--- src/rtl/add_share_pkg.sv ---
// Shared types and helpers for the add_share_sched adder-sharing scheduler.
package add_share_pkg;

    localparam int DATA_W = 32;

    typedef enum logic [1:0] {
        IDLE = 2'd0,
        ACC  = 2'd1,
        RESP = 2'd2
    } state_e;

    // First set bit of req at or above ptr, wrapping modulo n (n <= 8).
    // Returns ptr when req is empty; callers qualify with |req.
    function automatic int rr_next_f(input int ptr, input logic [7:0] req, input int n);
        int  g;
        int  idx;
        bit  found;
        g     = ptr;
        found = 1'b0;
        for (int i = 0; i < 8; i++) begin
            if (!found && i < n) begin
                idx = (ptr + i) % n;
                if (req[idx]) begin
                    g     = idx;
                    found = 1'b1;
                end
            end
        end
        return g;
    endfunction

endpackage

--- src/rtl/add_share_rr_arb.sv ---
// Combinational round-robin select; the caller owns and advances the pointer.
module add_share_rr_arb
    import add_share_pkg::*;
#(
    parameter int NREQ = 4,
    parameter int ID_W = $clog2(NREQ)
) (
    input  logic [NREQ-1:0] i_req,
    input  logic [ID_W-1:0] i_ptr,
    output logic [ID_W-1:0] o_grant,
    output logic            o_any
);

    logic [7:0] req_ext;

    // Pick the first requester at or above the pointer, wrapping.
    always_comb begin
        req_ext             = '0;
        req_ext[NREQ-1:0]   = i_req;
        o_grant             = ID_W'(rr_next_f(int'(i_ptr), req_ext, NREQ));
        o_any               = |i_req;
    end

endmodule

--- src/rtl/adder_32b_param.sv ---
// Plain ripple/behavioural adder shared by the scheduler; width defaults to 32.
module adder_32b_param #(
    parameter int W = 32
) (
    input  logic [W-1:0] i_a,
    input  logic [W-1:0] i_b,
    input  logic         i_carry,
    output logic [W-1:0] o_sum,
    output logic         o_carry
);

    // Carry-out is the top bit of a one-bit-wider sum.
    always_comb begin
        {o_carry, o_sum} = {1'b0, i_a} + {1'b0, i_b} + (W+1)'(i_carry);
    end

endmodule

--- src/rtl/add_share_sched.sv ---
// Round-robin scheduler sharing one 32-bit adder among NREQ packet streams.
// Optional macro ADD_SHARE_OVF_CNT_EN adds o_res_ovf, a per-packet count of
// beats whose running sum wrapped past 2^32.
module add_share_sched
    import add_share_pkg::*;
#(
    parameter  int NREQ   = 4,
    parameter  int MAXOPS = 8,
    localparam int ID_W   = $clog2(NREQ),
    localparam int CNT_W  = $clog2(MAXOPS) + 1
) (
    input  logic                   i_clk,
    input  logic                   i_rst_n,
    input  logic [NREQ-1:0]        i_req_valid,
    input  logic [NREQ*DATA_W-1:0] i_req_data,
    input  logic [NREQ-1:0]        i_req_last,
    output logic [NREQ-1:0]        o_req_ready,
    output logic                   o_res_valid,
    output logic [DATA_W-1:0]      o_res_data,
    output logic [ID_W-1:0]        o_res_id,
    output logic                   o_res_err,
`ifdef ADD_SHARE_OVF_CNT_EN
    output logic [CNT_W-1:0]       o_res_ovf,
`endif
    input  logic                   i_res_ready,
    output logic                   o_busy
);

    state_e              state_q, state_d;
    logic [ID_W-1:0]     grant_q, grant_d;
    logic [ID_W-1:0]     rr_ptr_q, rr_ptr_d;
    logic [DATA_W-1:0]   acc_q, acc_d;
    logic [CNT_W-1:0]    opcnt_q, opcnt_d;
    logic                res_valid_q, res_valid_d;
    logic                res_err_q, res_err_d;
    logic [CNT_W-1:0]    ovf_q, ovf_d;

    logic [ID_W-1:0]     arb_grant;
    logic                arb_any;
    logic [DATA_W-1:0]   beat_data;
    logic [DATA_W-1:0]   sum;
    logic                carry_unused;
    logic                beat;
    logic                beat_last;

    add_share_rr_arb #(.NREQ(NREQ), .ID_W(ID_W)) u_arb (
        .i_req   (i_req_valid),
        .i_ptr   (rr_ptr_q),
        .o_grant (arb_grant),
        .o_any   (arb_any)
    );

    adder_32b_param #(.W(DATA_W)) u_add (
        .i_a     (acc_q),
        .i_b     (beat_data),
        .i_carry (1'b0),
        .o_sum   (sum),
        .o_carry (carry_unused)
    );

    // Granted lane's operand/handshake; ready is only ever offered in ACC.
    always_comb begin
        beat_data               = i_req_data[DATA_W*int'(grant_q) +: DATA_W];
        o_req_ready             = '0;
        if (state_q == ACC) o_req_ready[grant_q] = 1'b1;
        beat                    = (state_q == ACC) && i_req_valid[grant_q];
        beat_last               = i_req_last[grant_q];
    end

    // Next-state: arbitrate, accumulate until last/MAXOPS, hold result until taken.
    always_comb begin
        state_d     = state_q;
        grant_d     = grant_q;
        rr_ptr_d    = rr_ptr_q;
        acc_d       = acc_q;
        opcnt_d     = opcnt_q;
        res_valid_d = res_valid_q;
        res_err_d   = res_err_q;
        ovf_d       = ovf_q;
        case (state_q)
            IDLE: begin
                if (arb_any) begin
                    grant_d = arb_grant;
                    acc_d   = '0;
                    opcnt_d = '0;
                    ovf_d   = '0;
                    state_d = ACC;
                end
            end
            ACC: begin
                if (beat) begin
                    acc_d   = sum;
                    opcnt_d = opcnt_q + CNT_W'(1);
                    if (sum < acc_q) ovf_d = ovf_q + CNT_W'(1);
                    if (beat_last) begin
                        state_d     = RESP;
                        res_valid_d = 1'b1;
                        res_err_d   = 1'b0;
                    end else if (opcnt_q == CNT_W'(MAXOPS - 1)) begin
                        // Truncate: the tail of this packet comes back as a new one.
                        state_d     = RESP;
                        res_valid_d = 1'b1;
                        res_err_d   = 1'b1;
                    end
                end
            end
            RESP: begin
                if (i_res_ready) begin
                    res_valid_d = 1'b0;
                    rr_ptr_d    = ID_W'((int'(grant_q) + 1) % NREQ);
                    state_d     = IDLE;
                end
            end
            default: state_d = IDLE;
        endcase
    end

    // State registers with asynchronous clear.
    always_ff @(posedge i_clk or negedge i_rst_n) begin
        if (!i_rst_n) begin
            state_q     <= IDLE;
            grant_q     <= '0;
            rr_ptr_q    <= '0;
            acc_q       <= '0;
            opcnt_q     <= '0;
            res_valid_q <= 1'b0;
            res_err_q   <= 1'b0;
            ovf_q       <= '0;
        end else begin
            state_q     <= state_d;
            grant_q     <= grant_d;
            rr_ptr_q    <= rr_ptr_d;
            acc_q       <= acc_d;
            opcnt_q     <= opcnt_d;
            res_valid_q <= res_valid_d;
            res_err_q   <= res_err_d;
            ovf_q       <= ovf_d;
        end
    end

    // acc holds the finished sum throughout RESP, so it doubles as the result.
    assign o_res_valid = res_valid_q;
    assign o_res_data  = acc_q;
    assign o_res_id    = grant_q;
    assign o_res_err   = res_err_q;
    assign o_busy      = (state_q != IDLE);
`ifdef ADD_SHARE_OVF_CNT_EN
    assign o_res_ovf   = ovf_q;
`endif

endmodule

--- config.mk ---
export PLATFORM = sky130hd
export DESIGN_NAME = add_share_sched
export DESIGN_NICKNAME = d
export VERILOG_FILES = /design/src/rtl/add_share_pkg.sv /design/src/rtl/add_share_rr_arb.sv /design/src/rtl/adder_32b_param.sv /design/src/rtl/add_share_sched.sv
export SDC_FILE = /design/constraint.sdc
export NUM_CORES = 1
export LEC_CHECK = 0
export ABC_AREA = 1
export BUFFER_PORTS_ARGS = -buffer_cell sky130_fd_sc_hd__buf_2
export CAP_MARGIN = 20
export CORE_AREA = 5 5 198 104
export DETAILED_ROUTE_END_ITERATION = 16
export DIE_AREA = 0 0 203 109
export GPL_ROUTABILITY_DRIVEN = 0
export SETUP_SLACK_MARGIN = 0.3
export SKIP_LAST_GASP = 1
export SLEW_MARGIN = 10
export SYNTH_ARGS = -nofsm -noshare
export SYNTH_HDL_FRONTEND = slang
export SYNTH_SLANG_ARGS = --single-unit
export TNS_END_PERCENT = 30
--- constraint.sdc ---
create_clock -name i_clk -period 2.9 [get_ports i_clk]
set_clock_uncertainty 0.2 [all_clocks]
set_input_delay 0.435 -clock i_clk [delete_from_list [all_inputs] [get_ports i_clk]]
set_output_delay 0.435 -clock i_clk [all_outputs]
set_load 0.01 [all_outputs]
==> impl_metrics.json <==
{
  "htreeDepth": 2,
  "core-area_sq_um": 18900,
  "layout-drive-gt1-share_pct": 37.6,
  "critPathLaunchType": "register",
  "syn2layout_area_growth_pct": 49.2,
  "critical_path.max_fanout": 6,
  "antenna_found_initial": 0,
  "cp.arrival_ns": 2.76,
  "netlist_instances": 960,
  "synth_top_cell_area_share_pct": 23.4,
  "worst_path_largest_cell_delay_ns": 0.51,
  "utilization_pct": 43.4,
  "critPathSlowestCell": "dfrtp_2",
  "syn_avg_cell_area_sq_um": 5.72,
  "cp.required_ns": 2.88,
  "rsz0062_at_grt": "yes",
  "crit_family": "buffers and inverters",
  "n_antenna_cell": 0,
  "r2r_start": "o_res_id[0]",
  "clkTransAtPathRegs_ns": 0.07,
  "status": "finished, final reports clean",
  "grt_pass1_vias": 6222,
  "min_from": "i_req_last[2]",
  "cts.sinks": 44,
  "slew_headroom_pct": 69.4,
  "p_leak_nw": 4.47,
  "clock_latency_ns": 0.30,
  "fmax_mhz": 359,
  "cts_buffers": 5,
  "start_util_pct": 29.1,
  "viasPerCell": 4.93,
  "io_buffers": 179,
  "synth-async-reset-ratio_pct": 100,
  "synth_warnings": 0,
  "std_cell_rows": 36,
  "route.detailed.drc": 0,
  "drtIter0Drc": 620,
  "maxCapViolCount": 0,
  "synth_area_leaders": "nand2_1 23%, dfrtp_1 20%, inv_1 9.5%",
  "synth_edf_count": 0,
  "syn_area_sq_um": 5490,
  "worstSetupEndpointType": "register",
  "ir_worst_vdd_uv": 523,
  "ys_seq_elements": 44,
  "multi_input_area_sq_um": 4500,
  "tritoncts": "done",
  "cts.root.buffer_cell": "clkbuf_16",
  "period_minus_slack_ns": 2.78,
  "die_h_um": 109,
  "crit_buf_inv": 5,
  "power.density_nw_per_um2": 1270,
  "tightest_slew_ns": 0.455,
  "grt_usage_pct": 19.1,
  "cts.path.max_buffers": 2,
  "ys_types": 41,
  "setup_viol": 0,
  "vias": 7026,
  "ant_nets": 0,
  "path_class": "reg2reg",
  "dieWidth_um": 203,
  "ff_latch_area_sq_um": 1100,
  "fin_crit_sh_pct": 96.0,
  "ys_seq_area_share_pct": 20.1,
  "power_mw": 10.4,
  "hold_viol_final": 0,
  "grt_pass1_wl_mm": 33.7,
  "crit_chain": "inv_8 -> buf_12 -> nor2_2 -> o22ai_2 -> ha_2 -> inv_2 -> fa_2 -> inv_2 -> nand3_2 -> nand3_4 -> nand2_2 -> nand3_4 -> buf_4 -> a21oi_1 -> o21ai_1 -> nand2_1",
  "ys.flop_type": "dfrtp_1",
  "hp-class": "in2reg",
  "synthesis.nets": 1139,
  "fp.dieArea_sq_um": 22100,
  "detailed_place_hpwl_mm": 17.5,
  "grt_start_max_net_pins": 45,
  "finalWirelength_mm": 23.7,
  "fillCellCount": 1952,
  "nNetsFinal": 1357,
  "io_pins": 180,
  "post_drt_wl_per_cell_um": 16.6,
  "drt-pass1-iter-count": 6,
  "post-synth-top-area-cell": "nand2_1",
  "drv_slew": 0,
  "grt_overflow": 0,
  "startpoint": "o_res_id[0]"
}
## layout make-up
cell class	instances	area share, %
clock inverters	2	0.153
well taps	247	3.77
inverters	144	6.88
flip-flops and latches	44	13.5
multi-input cells	742	55.0
repair buffers	240	19.1
repair inverters	1	0.0764
clock buffers	6	1.57
## kinds of logic (layout without fill, tap and decap cells)
kind of cell | Yosys count | in the layout | share of synthesized area [%]
compound gates | 168 | 168 | 17.5
buf+inv | 174 | 393 | 13.3
xor+xnor | 6 | 6 | 0.958
flops | 44 | 44 | 20.1
simple gates | 528 | 528 | 38.9
fa+ha+maj | 40 | 40 | 9.26
## synthesized netlist by cell type (2+ instances only)
master and n:
nand2_1 342, inv_1 139, nor2_1 109, o21ai_0 71
nand3_1 52, dfrtp_1 44, ha_1 39, a21oi_1 36
o22ai_1 31, clkbuf_1 18, o21ai_1 8, o21ai_2 8
nand2_2 6, buf_6 5, xnor2_1 5, buf_2 4
nand4_1 4, nor3_1 4, inv_4 3, nor2_2 3
a21o_1 2, a21oi_2 2, and2_1 2, buf_4 2
nand3b_1 2, o211ai_1 2, o21a_1 2, o21bai_1 2
## path summary, 6_finish.rpt
check                                      end  slack (ns)  cells after the start
min in group asynchronous          o_res_valid        0.46                      3
worst max-delay path            o_res_data[12]        0.12                     16
worst max register to register  o_res_data[12]        0.12                     16
worst min register to register     o_res_valid        0.31                      2
worst min-delay path                 o_res_err        0.31                      4
max in group asynchronous       o_res_data[14]        1.78                      3
## power by group
group	internal [mW]	switching, mW	leakage, nW
clock network	0.319	0.271	0.0669
registers	0.842	0.304	0.568
logic	3.50	5.18	3.84
## flip-flops by register name (all words and copies together), names as in the netlist
| signal | flops |
|---|---|
| o_res_id | 2 |
| opcnt_q | 4 |
| o_res_data | 32 |
| state_q | 2 |
| o_res_valid | 1 |
| o_res_err | 1 |
| rr_ptr_q | 2 |
## metal layers
| layer | up-vias | GRT usage [%] | wire length (um) |
|---|---|---|---|
| met5 | - | 0 | 0 |
| met3 | 25 | 6.54 | 2240 |
| met2 | 278 | 25.9 | 9230 |
| met1 | 3230 | 29.5 | 11900 |
| met4 | 0 | 2.37 | 270 |
| li1 | 3493 | - | - |
## worst reg2reg max path, stage by stage (launching register included)
cell and delay, ns:
dfrtp_2 0.51, inv_8 0.16, buf_12 0.14, nor2_2 0.04, o22ai_2 0.16, ha_2 0.21
inv_2 0.05, fa_2 0.36, inv_2 0.11, nand3_2 0.12, nand3_4 0.11, nand2_2 0.08
nand3_4 0.08, buf_4 0.13, a21oi_1 0.05, o21ai_1 0.09, nand2_1 0.06
## per-stage QoR
stage,instances,hold WS (ns),area [sq um],setup slack (ns),TNS [ns]
after CTS,1408,0.310,7290,0.121,0
after global routing,1426,0.339,8190,-0.0136,-0.0136
after detailed placement,1387,0.245,6840,-0.0325,-0.0357
final,1426,0.308,8190,0.117,0
after global placement,1387,0.256,6840,0.0102,0
after floorplan,960,-0.0606,5530,0.304,0
## cells in the final DEF (no fill, tap or decap), types with 30 or more instances in the layout
master   count
o21ai_0     41
nand3_1     43
nand2_1    292
inv_1      130
nor2_1      80
buf_4       44
nand2_2     47
dfrtp_1     42
o21ai_1     30
buf_2      179
## timing repair
action	4_1_cts	5_1_grt
gates resized for setup	36	195
pin swaps	13	55
cloned	3	5
setup buffers	9	13
hold endpoints to repair	44	0
hold buffers	1	0
endpoints found under the setup margin	24	27
No activity file was read; power rests on OpenSTA's default activity.
